[config.mk]
export PLATFORM = sky130hd
export DESIGN_NAME = prog_timer
export DESIGN_NICKNAME = d
export VERILOG_FILES = /design/src/rtl/prog_timer.sv
export SDC_FILE = /design/constraint.sdc
export NUM_CORES = 1
export LEC_CHECK = 0
export CORE_UTILIZATION = 38
export CTS_CLUSTER_SIZE = 14
export DETAILED_ROUTE_END_ITERATION = 8
export PLACE_DENSITY = 0.69
export SYNTH_ARGS = -nofsm -noshare
export SYNTH_HDL_FRONTEND = slang
export SYNTH_SLANG_ARGS = --single-unit
[constraint.sdc]
create_clock -name clk -period 3.26 [get_ports clk]
set_input_delay 0.652 -clock clk [delete_from_list [all_inputs] [get_ports clk]]
set_output_delay 0.652 -clock clk [all_outputs]
set_load 0.02 [all_outputs]
[src/rtl/prog_timer.sv]
// prog_timer: programmable up-counting timer with a clock-enable prescaler.
//
// The prescaler divides clk into a one-cycle tick; each tick advances count.
// When count equals the compare value the timer raises a sticky irq and then
// either reloads (periodic) or stops holding count (one-shot). A CPU-side
// write strobe (cfg_wr) latches every cfg_* input and restarts the timer.
//
// Optional feature: define TIMER_CAPTURE_EN to enable the input-capture
// unit (cap_in -> 2-FF synchroniser -> rising-edge capture of count).
// Without it cap_in is ignored and cap_val/cap_stb are held at zero.
//
// Ports:
//   clk          in   system clock, all state on posedge
//   rst          in   asynchronous active-high reset
//   cfg_wr       in   one-cycle strobe: latch cfg_*, restart timer
//   cfg_enable   in   1 = run after cfg_wr, 0 = stopped
//   cfg_oneshot  in   1 = stop at match, 0 = reload at match
//   cfg_presc    in   prescaler divide value (tick every cfg_presc+1 clk)
//   cfg_reload   in   start/reload value for count
//   cfg_compare  in   match value
//   irq_ack      in   one-cycle strobe: clear irq
//   count        out  current count (registered)
//   tick         out  one-cycle pulse per prescaler period while running
//   running      out  timer active; this is also the FSM state (RUN=1)
//   irq          out  sticky match flag
//   cap_in       in   asynchronous capture input
//   cap_val      out  captured count
//   cap_stb      out  one-cycle pulse when cap_val updates
//
// Handshake: there is no valid/ready pair; cfg_wr and irq_ack are single-cycle
// strobes that are acted on at the clock edge where they are sampled high,
// and tick/cap_stb are single-cycle qualifiers for count/cap_val.

module prog_timer #(
    parameter int WIDTH     = 16,
    parameter int PRESC_W   = 17,
    parameter int PRESC_RST = 75000
) (
    input  logic               clk,
    input  logic               rst,
    input  logic               cfg_wr,
    input  logic               cfg_enable,
    input  logic               cfg_oneshot,
    input  logic [PRESC_W-1:0] cfg_presc,
    input  logic [WIDTH-1:0]   cfg_reload,
    input  logic [WIDTH-1:0]   cfg_compare,
    input  logic               irq_ack,
    output logic [WIDTH-1:0]   count,
    output logic               tick,
    output logic               running,
    output logic               irq,
    input  logic               cap_in,
    output logic [WIDTH-1:0]   cap_val,
    output logic               cap_stb
);

    localparam logic [0:0] IDLE = 1'b0;
    localparam logic [0:0] RUN  = 1'b1;

    localparam logic [PRESC_W-1:0] PRESC_INIT = PRESC_W'(PRESC_RST);

    logic [0:0]         state;
    logic [PRESC_W-1:0] presc_val;
    logic [PRESC_W-1:0] pcnt;
    logic [WIDTH-1:0]   reload_val;
    logic [WIDTH-1:0]   compare_val;
    logic               oneshot;
    logic               wrap;
    logic               match;

    assign running = (state == RUN);

    // wrap is the prescaler terminal cycle; the count update happens on the
    // same edge, so count and tick become visible together one clk later.
    assign wrap  = (state == RUN) && (pcnt == presc_val);
    assign match = wrap && (count == compare_val);

    always_ff @(posedge clk or posedge rst) begin
        if (rst) begin
            state       <= IDLE;
            presc_val   <= PRESC_INIT;
            reload_val  <= '0;
            compare_val <= '1;
            oneshot     <= 1'b0;
            pcnt        <= '0;
            count       <= '0;
            tick        <= 1'b0;
        end else begin
            tick <= 1'b0;
            if (cfg_wr) begin
                // A write always wins over a coincident wrap: the pending
                // tick, increment and match are all discarded.
                presc_val   <= cfg_presc;
                reload_val  <= cfg_reload;
                compare_val <= cfg_compare;
                oneshot     <= cfg_oneshot;
                count       <= cfg_reload;
                pcnt        <= '0;
                state       <= cfg_enable ? RUN : IDLE;
            end else if (state == RUN) begin
                if (wrap) begin
                    pcnt <= '0;
                    tick <= 1'b1;
                    if (count == compare_val) begin
                        if (oneshot) begin
                            state <= IDLE;
                        end else begin
                            count <= reload_val;
                        end
                    end else begin
                        count <= count + WIDTH'(1);
                    end
                end else begin
                    pcnt <= pcnt + PRESC_W'(1);
                end
            end else begin
                pcnt <= '0;
            end
        end
    end

    // Set has priority over ack so a match is never lost. cfg_wr suppresses
    // the match but leaves irq itself alone.
    always_ff @(posedge clk or posedge rst) begin
        if (rst) begin
            irq <= 1'b0;
        end else if (match && !cfg_wr) begin
            irq <= 1'b1;
        end else if (irq_ack) begin
            irq <= 1'b0;
        end
    end

`ifdef TIMER_CAPTURE_EN
    logic cap_s1;
    logic cap_s2;
    logic cap_prev;
    logic cap_edge;

    assign cap_edge = cap_s2 && !cap_prev;

    // Samples count before any update on the same edge, so a capture that
    // coincides with a tick records the pre-update value.
    always_ff @(posedge clk or posedge rst) begin
        if (rst) begin
            cap_s1   <= 1'b0;
            cap_s2   <= 1'b0;
            cap_prev <= 1'b0;
            cap_val  <= '0;
            cap_stb  <= 1'b0;
        end else begin
            cap_s1   <= cap_in;
            cap_s2   <= cap_s1;
            cap_prev <= cap_s2;
            cap_stb  <= cap_edge;
            if (cap_edge) begin
                cap_val <= count;
            end
        end
    end
`else
    logic unused_cap_in;

    assign unused_cap_in = cap_in;
    assign cap_val       = '0;
    assign cap_stb       = 1'b0;
`endif

endmodule

## Yosys cells after proc, flatten, opt, wreduce, memory -nomap -nowiden

Cells that the tools add are included.

- Register bits: 86
- Output and inout port bits: 36
- Logic and storage cells: 41

- Add/subtract/negate cells: 2
- Mux-type cells: 19
- Equal/unequal tests: 3
- Reduce and logical (&&, ||, !) cells: 8

Operators by type and width:

| operator | count |
|---|---|
| 16-bit 2-to-1 mux | 5 |
| 17-bit 2-to-1 mux | 3 |
| 17-bit by 1-bit adder with 17-bit output (second input constant) | 1 |
| 17-bit == test | 1 |
| 16-bit by 1-bit adder with 16-bit output (second input constant) | 1 |
| 16-bit == test | 1 |
| 1-bit 2-to-1 mux | 11 |
| 2-bit nonzero test | 3 |
| 1-bit logical AND | 3 |
| 3-bit != test (second input constant) | 1 |
| 3-bit AND reduction | 1 |
| 1-bit logical NOT | 1 |

## Longest topological paths before layout

- Word-level depth: 5
- Gate-level depth with buffers: 8

## Worst setup path before layout

Ideal clock, no wire load.

- Kind: register to register
- Start point: reg count[12]
- End point: reg count[12]
- Stages on the path, launching flop included: 9
- Setup slack: 1.203 ns
- Data arrival time: 1.933 ns
- Required time: 3.136 ns
- Period minus slack after synthesis: 2.057 ns
- Cells stage by stage: dfrtp_1 > buf_6 > xor2_1 > nor4_2 > nand4_2 > o2111ai_2 > buf_6 > a211oi_1 > a211o_1

- Longest elaborated chain between the ends: 5
- Elaborated cells between the ends (all ways): 8

Ends and longest elaborated chain:

| element | line | RTL |
|---|---|---|
| start, declared | 48 | `output logic [WIDTH-1:0] count,` |
| start signal, assigned | 97 | `count <= cfg_reload;` |
| start signal, assigned | 108 | `count <= reload_val;` |
| start signal, assigned | 111 | `count <= count + WIDTH'(1);` |
| 16-bit by 1-bit adder with 16-bit output or 16-bit == test (tied branches) | 111, 104 |  |
| 16-bit 2-to-1 mux | 104 | `if (count == compare_val) begin` |
| 16-bit 2-to-1 mux | 101 | `if (wrap) begin` |
| 16-bit 2-to-1 mux | 100 | `end else if (state == RUN) begin` |
| 16-bit 2-to-1 mux | 90 | `if (cfg_wr) begin` |

Parallel ways exist; a longest one is shown, timed or not. The select of a mux whose other input is x is not followed.
A chain may end at the register's enable or synchronous reset.

## Final worst setup path

- Start point: reg count[3]
- End point: reg count[4]

The elaborated chain is that of the path after synthesis.

==> impl.org <==
** Logic synthesis
- Summed over all instances, the cell type with the most area after synthesis is dfrtp_1.
- Each instance of the synthesized netlist takes up on average 11.0 µm².
- Sequential cell area fraction in the yosys report :: 48.9%
- In this run the biggest area consumer among cell types represents 34.8% of the synthesized area.
- Instance count of the mapped netlist :: 406
- The cell area that synthesis handed to floorplanning was 4460 µm².
- Commonest register cell after synthesis :: dfrtp_1
- During synthesis, Yosys emitted a total of 0 warnings.
- After synthesis, the cell types taking the most area are dfrtp_1, dfstp_2, mux2_2, xor2_1, xnor2_1.
- In this run, synthesis inferred 0 flip-flops with an integrated enable.
- Flop and latch count out of synthesis :: 86
- Proportion of register bits with asynchronous set or reset after synthesis :: 100%
- Count of cell types in the netlist :: 45

** Die
- Row generation in the floorplan step produced 39 rows.
- Area inside the core boundary :: 11,400 µm²
- From left edge to right edge, the die measures 110 µm.
- Initial core utilization :: 39.1%
- The die covers 12,200 µm².
- The die is 110 µm tall.
- For this design the top-level I/O count stands at 92.

** GRT
- Across every metal layer, demand over resource in global routing totals 17.6%.
- Entering global routing, the biggest net connects 60 pins.
- Wire length of the first global-routing pass :: 16,100 µm
- Initial antenna violation count :: 0
- The via count of the first global-routing pass was 3,288.
- Global route total overflow :: 0

** Timing
- Final cycle utilization of the critical path :: 78.4%
- Highest clock rate :: 391 MHz
- For the final database, setup skew stands at 0.00665 ns.
- The final-report hold violation count was 0.
- Worst-Margin Slew :: 0.718 ns
- RSZ-0062 raised after global routing :: no
- Final count of pins violating max slew :: 0
- In the final timing run, aggregate negative setup slack is 0 ns.
- Shortest clock period the worst path allows after layout :: 2.56 ns
- Setup violations remaining at the end of the flow were counted as 0.
- Relative slew slack :: 52.0%

** Worst setup path
- In this run the worst path has a maximum fanout of 12.
- Broken down by cell family, the worst path's largest delay share belongs to compound AO/OA/AOI/OAI gates.
- STA classifies the critical path endpoint as a register.
- STA puts the critical path data required time at 3.49 ns.
- Sequence of cells on the critical path :: xor2_1 > nor4_1 > nand4_2 > o2111ai_2 > a211oi_1 > a211o_1
- Signal arrival time at the worst endpoint :: 2.78 ns
- Startpoint kind of the worst setup timing path :: register
- The critical path is of the register to register type.
- For this design, the slowest cell found on the critical path is o2111ai_2.
- Buf/Inv on CP :: 0
- On the worst path, the slowest cell contributes a delay of 0.64 ns.

** Power and ir drop
- For this design the ratio of total power to cell area is 506 nW/µm².
- Leak Pwr :: 0.00238 µW
- Maximum resistive drop on vdd :: 0.270 mV

** Job
- Across the run, the number of max-cap violations was 0.

** Placed design
- Placed wire-length estimate :: 6880 µm
- Placer Congestion :: 0.772
- Post-place instance area :: 5240 µm²
- The count of buffers added on input and output ports is 73.
- Number of instances in the placed design :: 605

** Cells and area
- Leaving out fill and tap cells, the most frequent cell in the layout is clkdlybuf4s50_1.
- Post-route cell area :: 5580 µm²
- 0 antenna diodes ended up in the layout.
- Proportion of layout cells with a drive suffix above 1 :: 18.8%
- Number of fill cells in the layout :: 1,087
- Leaving out filler cells and counting taps, the final layout contains 621.
- For this run, the post-layout net count is 531.
- At the end of the flow the core is filled with cells to 48.9%.
- The top cell types in the final layout, fill and taps aside, are clkdlybuf4s50_1, dfrtp_1, nor2_1.
- Compared with the post-synthesis result, the final layout area differs by 25.1%.

** Clocking
- In this run, CTS created clock tree buffers numbering 9.
- The number of hold buffers added after CTS was 0.
- Once the clock tree was built, the resizer swapped 0 gates to a different size.
- Clock root buffer master :: clkbuf_16
- In this run the deepest clock path goes through 2 buffers.
- In this run the number of H-tree levels came out at 3.
- Clock tree synthesis found a total of 86 sinks.
- Clock input transition at the sequential cells of the worst setup and hold paths :: 0.07 ns
- # Post-CTS Setup Buffers :: 0
- Worst-Skew Late Latency :: 0.34 ns
- CTS tree :: yes

** Worst hold path
- The min-delay analysis places its worst path in the category register to register.

** Detailed routing
- For this block, the via count after detailed routing is 3,215.
- Number of DRC violations after detailed-routing iteration 0 :: 131
- After detailed routing, the average wire length per cell comes to 15.9 µm.
- Final Routed Wirelength :: 9850 µm
- Post-route antenna net violation count :: 0
- Number of detailed-route iterations in the first pass :: 4
- Number of vias per cell after detailed routing :: 5.18
- DRC violations left :: 0

** Status
- The flow ran to the end, and the final reports show no timing, DRC or antenna violations.
[Yosys cell counts, types with 2 or more instances]
library cell	number
and3_1	3
or4_1	2
or3_1	3
buf_4	18
nor3_1	5
a211oi_1	9
nor2_1	40
ha_1	2
dfstp_2	24
o21ai_1	2
dfrtp_1	62
o31ai_1	2
o211ai_2	2
o21a_1	2
buf_1	3
a311oi_1	2
nand2_1	19
xnor2_1	28
mux2_2	33
mux2i_1	2
nor4_1	4
a211o_1	12
buf_6	3
xor2_1	29
inv_1	13
nand4_1	11
o311a_1	2
a21o_1	13
mux2_4	2
nand3_1	10
nor4_2	3
buf_2	5
clkbuf_1	8
and2_1	14
o21ai_0	4
[logic make-up after synthesis]
group,after synthesis,share of synthesized area (%)
adder cells (fa/ha/maj),2,0.561
XOR/XNOR,57,11.2
multiplexers,37,9.45
AND/OR/NAND/NOR,117,13.4
AO/OA/AOI/OAI,56,10.1
flip-flops,86,48.9
other,1,0.0840
buffers and inverters,50,6.37
[worst register-to-register path, delay by kind of cell (launching register included)]
kind | cells | cell delay, ns
xor gates and xnor gates | 1 | 0.17
AOI/OAI and AO/OA | 3 | 1.05
and+or+nand+nor | 2 | 0.76
DFF | 1 | 0.46
[metrics by stage]
step	total power, µW	worst slack, ns	hold slack [ns]
2_1_floorplan	1500	0.426	0.436
3_3_place_gp	1640	0.752	0.452
3_5_place_dp	1660	0.670	0.468
4_1_cts	2850	0.660	0.482
5_1_grt	2940	0.585	0.503
6_report	2820	0.705	0.479
[flip-flops by register name, indices dropped and copies added, names as in the netlist]
signal / count
count: 16
pcnt: 17
tick: 1
presc_val: 17
irq: 1
reload_val: 16
running: 1
oneshot: 1
compare_val: 16
[cell type report]
class	instances	area [µm²]	area share [%]
flip-flops and latches	86	2180	39.1
inverters	13	50.0	0.897
well taps	143	179	3.21
repair buffers	77	768	13.8
multi-input cells	286	2060	36.8
clock inverters	7	120	2.15
clock buffers	9	225	4.04
[where the power goes]
part | switching (µW) | total, µW | leakage, µW | internal [µW]
logic | 178 | 378 | 0.00118 | 201
clock network | 439 | 1190 | 0.000166 | 753
registers | 84.6 | 1250 | 0.00104 | 1170
[metal layers]
| metal | part of all wire [%] | track usage, % | vias to the layer above |
|---|---|---|---|
| met4 | 1.8 | 8.18 | 0 |
| li1 | - | - | 1517 |
| met2 | 50 | 29.6 | 118 |
| met1 | 43 | 21.9 | 1568 |
| met3 | 5.4 | 3.17 | 12 |
| met5 | 0 | 0 | - |
[final timing paths]
path	depth (start not counted)	slack [ns]	start	endpoint
worst max register to register	6	0.70	count[3]$_DFFE_PP0P_	count[4]$_DFFE_PP0P_
worst max-delay path	6	0.70	count[3]$_DFFE_PP0P_	count[4]$_DFFE_PP0P_
min in group asynchronous	2	0.73	rst	count[13]$_DFFE_PP0P_
worst min-delay path	1	0.48	reload_val[10]$_DFFE_PP0P_	reload_val[10]$_DFFE_PP0P_
max in group asynchronous	3	1.78	rst	presc_val[3]$_DFFE_PP1P_
worst min register to register	1	0.48	reload_val[10]$_DFFE_PP0P_	reload_val[10]$_DFFE_PP0P_
(Power assumes the default switching activity.)
